--- config.mk ---
export PLATFORM = sky130hd
export DESIGN_NAME = instr_encoder_loader
export DESIGN_NICKNAME = d
export VERILOG_FILES = /design/src/rtl/instr_encoder_loader.sv
export SDC_FILE = /design/constraint.sdc
export NUM_CORES = 1
export LEC_CHECK = 0
export ABC_AREA = 1
export CORE_ASPECT_RATIO = 0.6
export CORE_MARGIN = 5
export CORE_UTILIZATION = 48
export CTS_CLUSTER_DIAMETER = 150
export DETAILED_ROUTE_END_ITERATION = 8
export GPL_ROUTABILITY_DRIVEN = 0
export PLACE_DENSITY = 0.79
export SYNTH_ARGS = -nofsm -noshare
export SYNTH_HDL_FRONTEND = slang
export SYNTH_SLANG_ARGS = --single-unit
--- constraint.sdc ---
create_clock -name i_clk -period 1.84 [get_ports i_clk]
set_input_delay 0.368 -clock i_clk [delete_from_list [all_inputs] [get_ports i_clk]]
set_output_delay 0.368 -clock i_clk [all_outputs]
set_load 0.02 [all_outputs]
--- src/rtl/instr_encoder_loader.sv ---
// rtl/instr_encoder_loader.sv - encodes field-level instruction requests and streams them into instruction memory
// Writes land one cycle after accept; the first illegal request halts the session until start or reset.
module instr_encoder_loader #(
  parameter int ADDR_W = 8,
  parameter int DEPTH  = 256
) (
  input  logic              i_clk,
  input  logic              i_reset,
  input  logic              i_start,
  input  logic              i_in_valid,
  output logic              o_in_ready,
  input  logic              i_in_last,
  input  logic [2:0]        i_fmt,
  input  logic [2:0]        i_op,
  input  logic [2:0]        i_ra,
  input  logic [2:0]        i_rb,
  input  logic [7:0]        i_imm,
  output logic              o_wr_en,
  output logic [ADDR_W-1:0] o_wr_addr,
  output logic [8:0]        o_wr_data,
  output logic              o_done,
  output logic              o_full,
  output logic              o_err,
  output logic [2:0]        o_err_code,
  output logic [ADDR_W:0]   o_count
);

  typedef enum logic [1:0] {
    IDLE   = 2'd0,
    ACTIVE = 2'd1,
    DONE   = 2'd2,
    ERROR  = 2'd3
  } state_t;

  localparam logic [ADDR_W:0] LP_DEPTH = (ADDR_W+1)'(DEPTH);

  state_t              r_state;
  state_t              w_next;
  logic                r_wr_en;
  logic [ADDR_W-1:0]   r_wr_addr;
  logic [8:0]          r_wr_data;
  logic                r_done;
  logic                r_full;
  logic                r_err;
  logic [2:0]          r_err_code;
  logic [ADDR_W:0]     r_count;
  logic [ADDR_W-1:0]   r_ptr;
  logic [8:0]          w_enc;
  logic [2:0]          w_code;
  logic                w_ready;
  logic                w_accept;

  // Count already includes the word pending in the write stage, so it alone gates readiness.
  assign w_ready  = (r_state == ACTIVE) && !i_start && (r_count < LP_DEPTH);
  assign w_accept = i_in_valid && w_ready;

  always_comb begin
    w_enc  = 9'd0;
    w_code = 3'd0;
    case (i_fmt)
      3'd0: begin
        w_enc = {2'b00, i_op[0], i_ra, i_rb};
        if (i_op > 3'd1) w_code = 3'd4;
      end
      3'd1: begin
        w_enc = {2'b01, i_op, i_ra[1:0], i_rb[1:0]};
        if (i_ra[2] || i_rb[2]) w_code = 3'd2;
      end
      3'd2: begin
        w_enc = {3'b100, i_op[1:0], i_imm[3:0]};
        if (i_imm[7:4] != 4'd0) w_code = 3'd3;
        else if (i_op[2])       w_code = 3'd4;
      end
      3'd3: begin
        w_enc = {4'b1010, i_op[1:0], i_ra};
        if (i_op[2]) w_code = 3'd4;
      end
      3'd4: begin
        w_enc = {4'b1011, i_op[1:0], i_ra};
        if (i_op[2]) w_code = 3'd4;
      end
      3'd5: begin
        w_enc = {5'b11000, i_op[0], i_imm[2:0]};
        if (i_imm[7:3] != 5'b01000) w_code = 3'd3;
        else if (i_op > 3'd1)       w_code = 3'd4;
      end
      default: w_code = 3'd1;
    endcase
  end

  always_ff @(posedge i_clk) begin
    if (i_reset) r_state <= IDLE;
    else         r_state <= w_next;
  end

  always_comb begin
    w_next = r_state;
    if (i_start) begin
      w_next = ACTIVE;
    end else if (r_state == ACTIVE && w_accept) begin
      if (w_code != 3'd0)                                   w_next = ERROR;
      else if (i_in_last || (r_count + 1'b1) == LP_DEPTH)  w_next = DONE;
    end
  end

  always_ff @(posedge i_clk) begin
    if (i_reset) begin
      r_wr_en    <= 1'b0;
      r_wr_addr  <= '0;
      r_wr_data  <= 9'd0;
      r_done     <= 1'b0;
      r_full     <= 1'b0;
      r_err      <= 1'b0;
      r_err_code <= 3'd0;
      r_count    <= '0;
      r_ptr      <= '0;
    end else begin
      r_wr_en <= 1'b0;
      if (i_start) begin
        r_done     <= 1'b0;
        r_full     <= 1'b0;
        r_err      <= 1'b0;
        r_err_code <= 3'd0;
        r_count    <= '0;
        r_ptr      <= '0;
      end else begin
        if (w_accept) begin
          if (w_code == 3'd0) begin
            r_wr_en   <= 1'b1;
            r_wr_addr <= r_ptr;
            r_wr_data <= w_enc;
            r_ptr     <= r_ptr + 1'b1;
            r_count   <= r_count + 1'b1;
          end else begin
            r_err      <= 1'b1;
            r_err_code <= w_code;
          end
        end
        // DONE is entered with the final write, so done trails wr_en by one cycle.
        if (r_state == DONE) begin
          r_done <= 1'b1;
          r_full <= (r_count == LP_DEPTH);
        end
      end
    end
  end

  assign o_in_ready = w_ready;
  assign o_wr_en    = r_wr_en;
  assign o_wr_addr  = r_wr_addr;
  assign o_wr_data  = r_wr_data;
  assign o_done     = r_done;
  assign o_full     = r_full;
  assign o_err      = r_err;
  assign o_err_code = r_err_code;
  assign o_count    = r_count;

endmodule

-- Word level (Yosys, flattened, before mapping)
Index checks and enable logic that the tools add are counted.
- input port bits: 25
- bits in read-only memories: 0
- word-level logic and storage cells: 62
- bits in writable memories: 0
- bits in latches: 0
- output and inout bits: 34
- bits in registers: 43
- memories kept: 0
- add/sub/neg operators: 2
- multiply operators: 0
- order comparisons: 2
- equal/unequal tests: 10
- shifts and indexed selects: 0
- reduce and logical (&&, ||, !) cells: 22
- mux-type cells: 12
- bitwise gates (word level): 3
- div/mod/pow operators: 0
- operators by type and width (operator ; count):
    9-bit case mux with 6 select lines ; 1
    9-bit == test (second input constant) ; 2
    3-bit case mux with 5 select lines ; 1
    3-bit two-way mux ; 4
    9-bit by 1-bit adder with 9-bit output (second input constant) ; 1
    9-bit less-than comparator (second input constant) ; 1
    8-bit by 1-bit adder with 8-bit output (second input constant) ; 1
    2-bit AND reduction ; 4
    3-bit by 2-bit == test with 1-bit output (second input constant) ; 2
    3-bit == test (second input constant) ; 2
    3-bit logical NOT ; 2
    2-bit two-way mux ; 3
    3-bit nonzero test ; 2
    5-bit by 4-bit inequality test with 1-bit output (second input constant) ; 1
    1-bit logical AND ; 4
    2-bit nonzero test ; 2
    4-bit nonzero test ; 1
    2-bit OR reduction ; 2
    3-bit by 1-bit == test with 1-bit output (second input constant) ; 1
    3-bit by 1-bit greater-than comparator with 1-bit output (second input constant) ; 1
    1-bit two-way mux ; 3
    1-bit NOT ; 3
    3-bit AND reduction ; 1
    3-bit OR reduction ; 1
    4 further kinds ; 5

-- Logic depth before layout (Yosys ltp)
- word-level depth: 8
- gate-level depth with buffers: 13
- gate-level depth less buffers: 13

-- Worst setup path after synthesis
No wires, ideal clock.
- path type: input to register
- start: in i_imm[4]
- end: reg r_wr_data[2], in the netlist o_wr_data[2]
- required time: 1.714 ns
- setup time: 0.126 ns
- path slack: 0.157 ns
- cell stages on the path: 9
- arrival: 1.557 ns
- path buffers: 1
- cell sequence: nor2_1 > nand2_1 > o21ai_1 > nand4_2 > nor3_4 > buf_6 > nand2_1 > o21ai_1 > nor2_1
- cells in the longest elaborated chain, start to end: 5
- elaborated cells between the ends (all ways): 7
- classes of those cells: eq/ne (1); mux (3); reduce/logical (3)
- RTL lines (element ; line ; RTL):
    start: declaration ; 17 ; input logic [7:0] i_imm,
    5-bit by 4-bit inequality test with 1-bit output / 4-bit nonzero test (equally long branches) ; 84, 71 ;
    3-bit two-way mux, on equally long branches ; 84, 71 ;
    3-bit case mux with 5 select lines * ; 60 ; case (i_fmt)
    3-bit logical NOT * ; 128 ; if (w_code == 3'd0) begin
    3-bit AND reduction (no source line) * ; - ;
    end signal: assignment ; 131 ; r_wr_data <= w_enc;
    end: declaration ; 41 ; logic [8:0] r_wr_data;
Mark *: on every way between the ends. The rest lies on a longest branch, timed or not.
A chain may end at the register's enable or synchronous reset.

-- Final worst setup path
- start: reg r_count[3], in the netlist o_count[3]
- end: out o_count[3]
- RTL lines (element ; line ; RTL):
    start: declaration ; 46 ; logic [ADDR_W:0] r_count;
    start signal: assignment ; 133 ; r_count <= r_count + 1'b1;
    end: declaration ; 25 ; output logic [ADDR_W:0] o_count
No word-level cell between the ends.

==> results.txt <==
----------------------------------------------------
[Timing]
  Clock Skew ... 0.00752 ns
  Final number of max-transition violations ... 0
  Achievable clock frequency ... 556 MHz
  Max transition margin ... 64.9%
  Fin crit period ... 1.80 ns
  Slack of the critical path ... 0.0416 ns
  Setup Viol. Count Final ... 0
  Final hold violation count ... 0
  Part of the cycle the worst path needs ... 97.7%
  Worst-margin pin slew ... around 0.53 ns

[Finish]
  Count of antenna diodes in the layout ... 0
  Synth-to-layout area growth ... 48.0%
  Fillcell total ... about 360
  Layout cells sized above 1 ... between 10% and 20%
  Number of nets in the layout ... about 450

[Global route]
  Total congestion overflow ... 0
  Total Routing Usage GR ... 22.5%
  Vias in the first global route ... between 2000 and 2500
  Global-route wire length before repair ... 11300 µm
  Pin count of the biggest net entering global routing ... 25
  Number of antenna violations at the first check in global routing ... 0

[Clocking]
  Clock-pin slew of the registers on the worst-case setup and hold paths ... around 0.090 ns
  Clock tree sinks ... 43
  Clock tree root driver cell ... sky130_fd_sc_hd__clkbuf_8
  Number of buffers between clock root and the deepest sink ... 2
  Number of clock buffers inserted by TritonCTS ... 5
  Htree depth ... 2
  CTS tree ... done
  Clk Latency, worst-skew pair ... 0.30 ns

[Yosys]
  Syn_area_per_cell ... 6.71 µm²
  Warnings from Yosys ... 0
  Fraction of synthesis flops using an asynchronous set or reset pin ... 0%
  Net count after synthesis ... about 360
  Unique cell type count in the Yosys netlist ... 33
  Library cell with the highest instance count after synthesis ... sky130_fd_sc_hd__nand2_1
  Leading cell types by total area after synthesis ... sky130_fd_sc_hd__dfxtp_1, sky130_fd_sc_hd__nand2_1, sky130_fd_sc_hd__nor2_1
  Primary flip-flop cell chosen by synthesis mapping ... sky130_fd_sc_hd__dfxtp_1
  Sequential-to-total area share from yosys stat ... 38.4%
  Count of flip-flops with a built-in enable after synthesis ... 0
  Total standard cell area after synthesis ... 2240 µm²
  Post-synth top area cell ... sky130_fd_sc_hd__dfxtp_1
  Number of synthesized register bits ... 43
  Most instantiated cells after synthesis ... sky130_fd_sc_hd__nand2_1, sky130_fd_sc_hd__nor2_1, sky130_fd_sc_hd__dfxtp_1
  Number of instances in the synthesized netlist ... 334
  Yosys top cell area share ... 38.4%

[Routing]
  Drt pass-1 iters ... 5
  Total number of vias ... 2525
  Drt drc ... 0
  Post-route antenna net violation count ... 0
  Post-detailed-route wirelength per cell ... 14.4 µm
  Iteration-0 DRC Markers ... 280
  Post-DR vias/cell ... 5.17
  Final Routed Wirelength ... 7050 µm

[Min path]
  Worst Hold Class ... reg -> reg

[Setup path]
  Standard cell with the maximum stage delay on the critical path ... sky130_fd_sc_hd__clkdlybuf4s50_1
  Crit. End Element ... output pin
  Data arrival at the endpoint of the critical path ... 1.43 ns
  Critical path launch point type ... register
  Cell-by-cell listing of the critical path ... clkdlybuf4s50_1
  Max Fanout on Critical Path ... 7
  Critical Path Max Stage Delay ... around 0.66 ns
  Crit path buf inv count ... 1
  Worst Path Class, Setup ... reg -> out
  Critical path data required time ... 1.47 ns
  Largest delay share family, worst path ... buffers and inverters

[Floorplan]
  Y dimension of the die ... 62.9 µm
  Overall die width ... 98.2 µm
  IO Count ... 59
  Floorplan Core Area ... 4540 µm²
  Floorplan die area ... 6180 µm²
  Site Rows ... 19
  Initial cell density of the core ... 49.4%

[Power]
  Post-layout power ... 0.00190 W
  Worst voltage drop across the vdd grid ... 0.442 mV
  Total power per unit cell area ... 574 nW/µm²
  Leak ... between 1 and 1.5 nW

[Place]
  HPWL after detailed placement ... 4790 µm
  Buffers added on ports ... 58
  DP Worst Slack ... -0.407 ns

[Status]
  Status ... completed

[Run]
  Max-cap violations ... 0

----------------------------------------------------
==> layout by cell type, fill, tap and decap left out, types with 3 or more instances in the layout <==
master                            Yosys  routed
sky130_fd_sc_hd__dlymetal6s2s_1       0       7
sky130_fd_sc_hd__o21ai_0             18      18
sky130_fd_sc_hd__a21oi_1             20      17
sky130_fd_sc_hd__dlygate4sd2_1        0       4
sky130_fd_sc_hd__o21ai_1              8       7
sky130_fd_sc_hd__a21oi_2              0       3
sky130_fd_sc_hd__xor2_1               6       6
sky130_fd_sc_hd__nand2_2              5       9
sky130_fd_sc_hd__nor2_1              70      69
sky130_fd_sc_hd__inv_1               29      26
sky130_fd_sc_hd__clkbuf_8             0       5
sky130_fd_sc_hd__ha_1                 4       4
sky130_fd_sc_hd__inv_2                2       5
sky130_fd_sc_hd__dfxtp_1             43      43
sky130_fd_sc_hd__buf_4                2      29
sky130_fd_sc_hd__clkdlybuf4s50_1      0      47
sky130_fd_sc_hd__nand2_1             82      77
sky130_fd_sc_hd__nand4_1              4       4
sky130_fd_sc_hd__nand3_1             12      11
==> layer usage <==
metal / global-route usage (%) / up-vias / wire [µm]
met5: 0 / - / 0
met4: 5.45 / 0 / 104
met3: 4.91 / 12 / 519
met2: 32.8 / 101 / 3030
met1: 33.5 / 1162 / 3400
li1: - / 1250 / -
==> worst paths after layout <==
| check | from | slack (ns) | endpoint | cells after the start |
|---|---|---|---|---|
| hold reg to reg | o_err_code[0] | 0.46 | o_err_code[0] | 2 |
| hold / removal | o_err_code[0] | 0.46 | o_err_code[0] | 2 |
| setup reg to reg | o_count[0] | 0.16 | r_state[0] | 12 |
| setup / recovery | o_count[3] | 0.04 | o_count[3] | 1 |
==> through the flow <==
| stage | setup TNS, ns | cell area [µm²] | cells | util (%) | hold WS [ns] |
|---|---|---|---|---|---|
| floorplan | 0 | 2240 | 334 | - | 0.452 |
| global placement | -11.75 | 3080 | 474 | 67.7 | 0.435 |
| detailed placement | -14.17 | 3080 | 474 | 67.7 | 0.453 |
| CTS | -0.0294 | 3270 | 487 | 71.9 | 0.464 |
| global route | -0.0188 | 3320 | 488 | 73.1 | 0.499 |
| finish | 0 | 3320 | 488 | 73.1 | 0.464 |
==> layout make-up <==
| cell class | instances | area [µm²] | share of cell area [%] |
|---|---|---|---|
| tap | 63 | 78.8 | 2.38 |
| clock buffer | 5 | 68.8 | 2.07 |
| clock inverter | 3 | 20.0 | 0.603 |
| inverter | 31 | 116 | 3.51 |
| multi-input combinational | 250 | 1250 | 37.7 |
| timing repair buffer | 93 | 921 | 27.8 |
| sequential | 43 | 861 | 25.9 |
==> power breakdown <==
| group | internal [W] | switching [W] |
|---|---|---|
| sequential | 0.000946 | 0.0000120 |
| combinational | 0.000162 | 0.000176 |
| clock | 0.000264 | 0.000343 |
==> cell families after synthesis <==
| family | count (synthesis) | synth area share, % |
|---|---|---|
| AOI/OAI and AO/OA | 54 | 13.2 |
| buffers and inverters | 41 | 8.26 |
| and+or+nand+nor | 186 | 35.6 |
| xor gates and xnor gates | 6 | 2.34 |
| DFF | 43 | 38.4 |
| adders and majority gates | 4 | 2.23 |
==> state kept, by name, summed over array words and instances (netlist names) <==
register,flops
o_count,9
o_done,1
o_err,1
o_err_code,3
o_full,1
o_wr_addr,8
o_wr_data,9
o_wr_en,1
r_ptr,8
r_state,2
==> repair_timing <==
| item | CTS | global route |
|---|---|---|
| setup buffers | 3 | 2 |
| cloned | 2 | 1 |
| gates resized for setup | 11 | 23 |
| pin swaps | 4 | 9 |
| hold buffers | 0 | 0 |
| endpoints found under the setup margin | 35 | 35 |
Note: power is estimated with default switching activity, not from simulation.
==> edit (config.mk and constraints unchanged) <==
Put one more register stage on the output `o_count`, with the module's reset. The value now appears one clock later. The other outputs are not delayed to match.
--- a/src/rtl/instr_encoder_loader.sv
+++ b/src/rtl/instr_encoder_loader.sv
@@ -153,7 +153,13 @@
   assign o_full     = r_full;
   assign o_err      = r_err;
   assign o_err_code = r_err_code;
-  assign o_count    = r_count;
+  always_ff @(posedge i_clk) begin
+    if (i_reset) begin
+      o_count <= '0;
+    end else begin
+      o_count <= r_count;
+    end
+  end
 
 endmodule
 
Function: changed (Yosys sat finds a counterexample within 4 cycles, from zero or initial values and one cycle with i_reset high).
==> edit against the unedited design <==
- area after synthesis up 7.5%
- via count increased by 0.55%
- non-clock buffer count is 1 higher
- sequential power rose by 20%
- combinational power shrank 6.5%
- worst setup slack gained 0.0050 ns
- cell area rose by 6.5%
- register-to-register slack improved by 0.03 ns
- routed wire length fell by 1.8%
- largest power group unchanged
- sequential cell count is 9 higher
- total power rose by 26%
==> edit: results (changes against the unedited design) <==
----------------------------------------------------
[Run status]
  Outcome ... finished, final reports clean

[Detailed routing]
  Via count of the routed design ... 2539 (+0.55%)
  DRC marker count from the first detailed-route iteration ... 134 (-52%)
  Total routed wirelength ... 6930 um (-1.8%)
  1st-pass router iterations ... 6 (+1)
  Post-detailed-route count of antenna-violating nets ... 0 (unchanged)

[Clock tree]
  Depth of the CTS H-tree ... 2 (unchanged)
  Cell at the root of the clock tree ... clkbuf_8
  Clock insertion delay at the later pin of the skew report ... between 0.3 and 0.4 ns

[Synth]
  Prevailing post-synth register cell ... dfxtp_1
  Count of warnings emitted by yosys ... 0 (unchanged)
  Post-synth cell types ... 31 (-6.1%)
  Net count after synthesis ... 375 (+3.3%)
  Most frequent cells after synthesis ... nand2_1, nor2_1, dfxtp_1
  Most frequent cell after synthesis ... nand2_1
  Sequential share of the synthesized area ... 0.432 (+0.0478)
  Async SR Flop Fraction ... 0 (unchanged)
  Top cells by area, synth ... dfxtp_1, nand2_1, nor2_1

[Placement]
  Post-detailed-placement half-perimeter wirelength ... 5000 um (+4.3%)
  Area after detailed placement ... 3280 um2 (+6.8%)

[Layout]
  Count of nets after finishing ... 465 (+2.6%)
  Layout filler cell count ... 393 (+10%)
  Fraction of layout cells with a size suffix above 1 ... 0.162 (-0.00459)

[Critical path]
  Delay of the slowest critical-path stage ... 0.45 ns (-0.21 ns)
  Data arrival time of the critical path ... 2.01 ns (+0.58 ns)
  Highest fanout seen on the critical path ... 6 (-1)
  Cell at the slowest stage of the critical path ... clkdlybuf4s50_1

[Power]
  Worst supply voltage drop on vdd ... 389 uV (-12%)
  Leak pwr ... 1.53 nW (+6.5%)

[GRT]
  Global router's overall resource usage ... 0.199 (-0.0255)
  Wire length of the first global-routing pass ... 10400 um (-7.8%)
  Number of antenna violations at the first check in global routing ... 0 (unchanged)
  Pin count of the biggest net entering global routing ... 27 (+8.0%)
  Number of global-route vias before repair ... 2219 (-3.1%)

[Min path]
  Tightest Hold Check Type ... reg -> reg

[STA]
  Slew at the pin with the worst max-slew slack ... 0.390 ns (-0.137 ns)
  Worst Clk Skew ... 0.0126 ns (+0.00508 ns)

----------------------------------------------------
edit: cell types whose count changed after synthesis, sizes merged, moves of 2 or more:
cell,unedited run,this run
nor2,73,61
nand2,88,83
xor2,6,3
o21bai,2,0
a221oi,2,0
o21ai,26,30
inv,31,38
xnor2,0,3
nand3,12,15
o211ai,0,3
a21oi,20,28
dfxtp,43,52
edit: area by class of cell:
type | instances | area (um2) | area share
multi-input cells | 245 | 1200 | 0.340
flip-flops and latches | 52 | 1040 | 0.295
repair buffers | 94 | 921 | 0.261
inverters | 38 | 148 | 0.0418
well taps | 66 | 82.6 | 0.0234
clock buffers | 5 | 68.8 | 0.0195
clock inverters | 3 | 68.8 | 0.0195
edit: logic make-up (layout without fill, tap and decap cells):
kind of cell,after synthesis,in the layout,synth area share
AOI/OAI and AO/OA,66,66,0.148
buffers and inverters,49,140,0.0856
and+or+nand+nor,169,169,0.292
xor gates and xnor gates,6,6,0.0218
DFF,52,52,0.432
adders and majority gates,4,4,0.0208
edit: routing by layer:
| metal | track usage | wire [um] | vias to the layer above |
|---|---|---|---|
| met2 | 0.280 | 2990 | 107 |
| met1 | 0.294 | 3330 | 1136 |
| met4 | 0.0481 | 68 | 0 |
| met3 | 0.0602 | 544 | 7 |
| li1 | - | - | 1289 |
| met5 | 0 | 0 | - |
edit: worst paths after layout:
| check | from | cells after the start | end | slack (ns) |
|---|---|---|---|---|
| setup / recovery | i_ra[2] | 8 | o_wr_data[4] | 0.05 |
| hold reg to reg | o_done | 2 | o_done | 0.46 |
| setup reg to reg | r_count[1] | 12 | r_state[0] | 0.19 |
| hold / removal | o_done | 2 | o_done | 0.46 |
edit: power breakdown:
part / internal [W] / switching (W) / leakage [nW]
logic: 0.000154 / 0.000162 / 1.04
registers: 0.00114 / 0.0000105 / 0.421
clock network: 0.000547 / 0.000385 / 0.0687
total: 0.00184 / 0.000557 / 1.53
edit: stage by stage:
stage | utilization | TNS [ns] | std cells | power, W | worst slack [ns]
2_1_floorplan | - | 0 | 346 | 0.00131 | 0.212
3_3_place_gp | 0.663 | -9.51 | 492 | 0.00147 | -0.268
3_5_place_dp | 0.663 | -13.29 | 492 | 0.00148 | -0.377
4_1_cts | 0.692 | 0 | 500 | 0.00240 | 0.0163
5_1_grt | 0.713 | -0.00733 | 503 | 0.00250 | -0.00528
6_report | 0.713 | 0 | 503 | 0.00240 | 0.0466
edit: timing repair:
action,CTS,global route
setup buffers,0,1
setup endpoints to repair,13,41
pin swaps,2,7
gates cloned,0,2
gates resized for setup,10,23
hold endpoints to repair,0,0
edit: worst max-delay path: cells and delay by family:
kind | cells | cell delay (ns)
buffers and inverters | 2 | 0.63
AO/OA/AOI/OAI | 2 | 0.44
AND/OR/NAND/NOR | 4 | 0.58
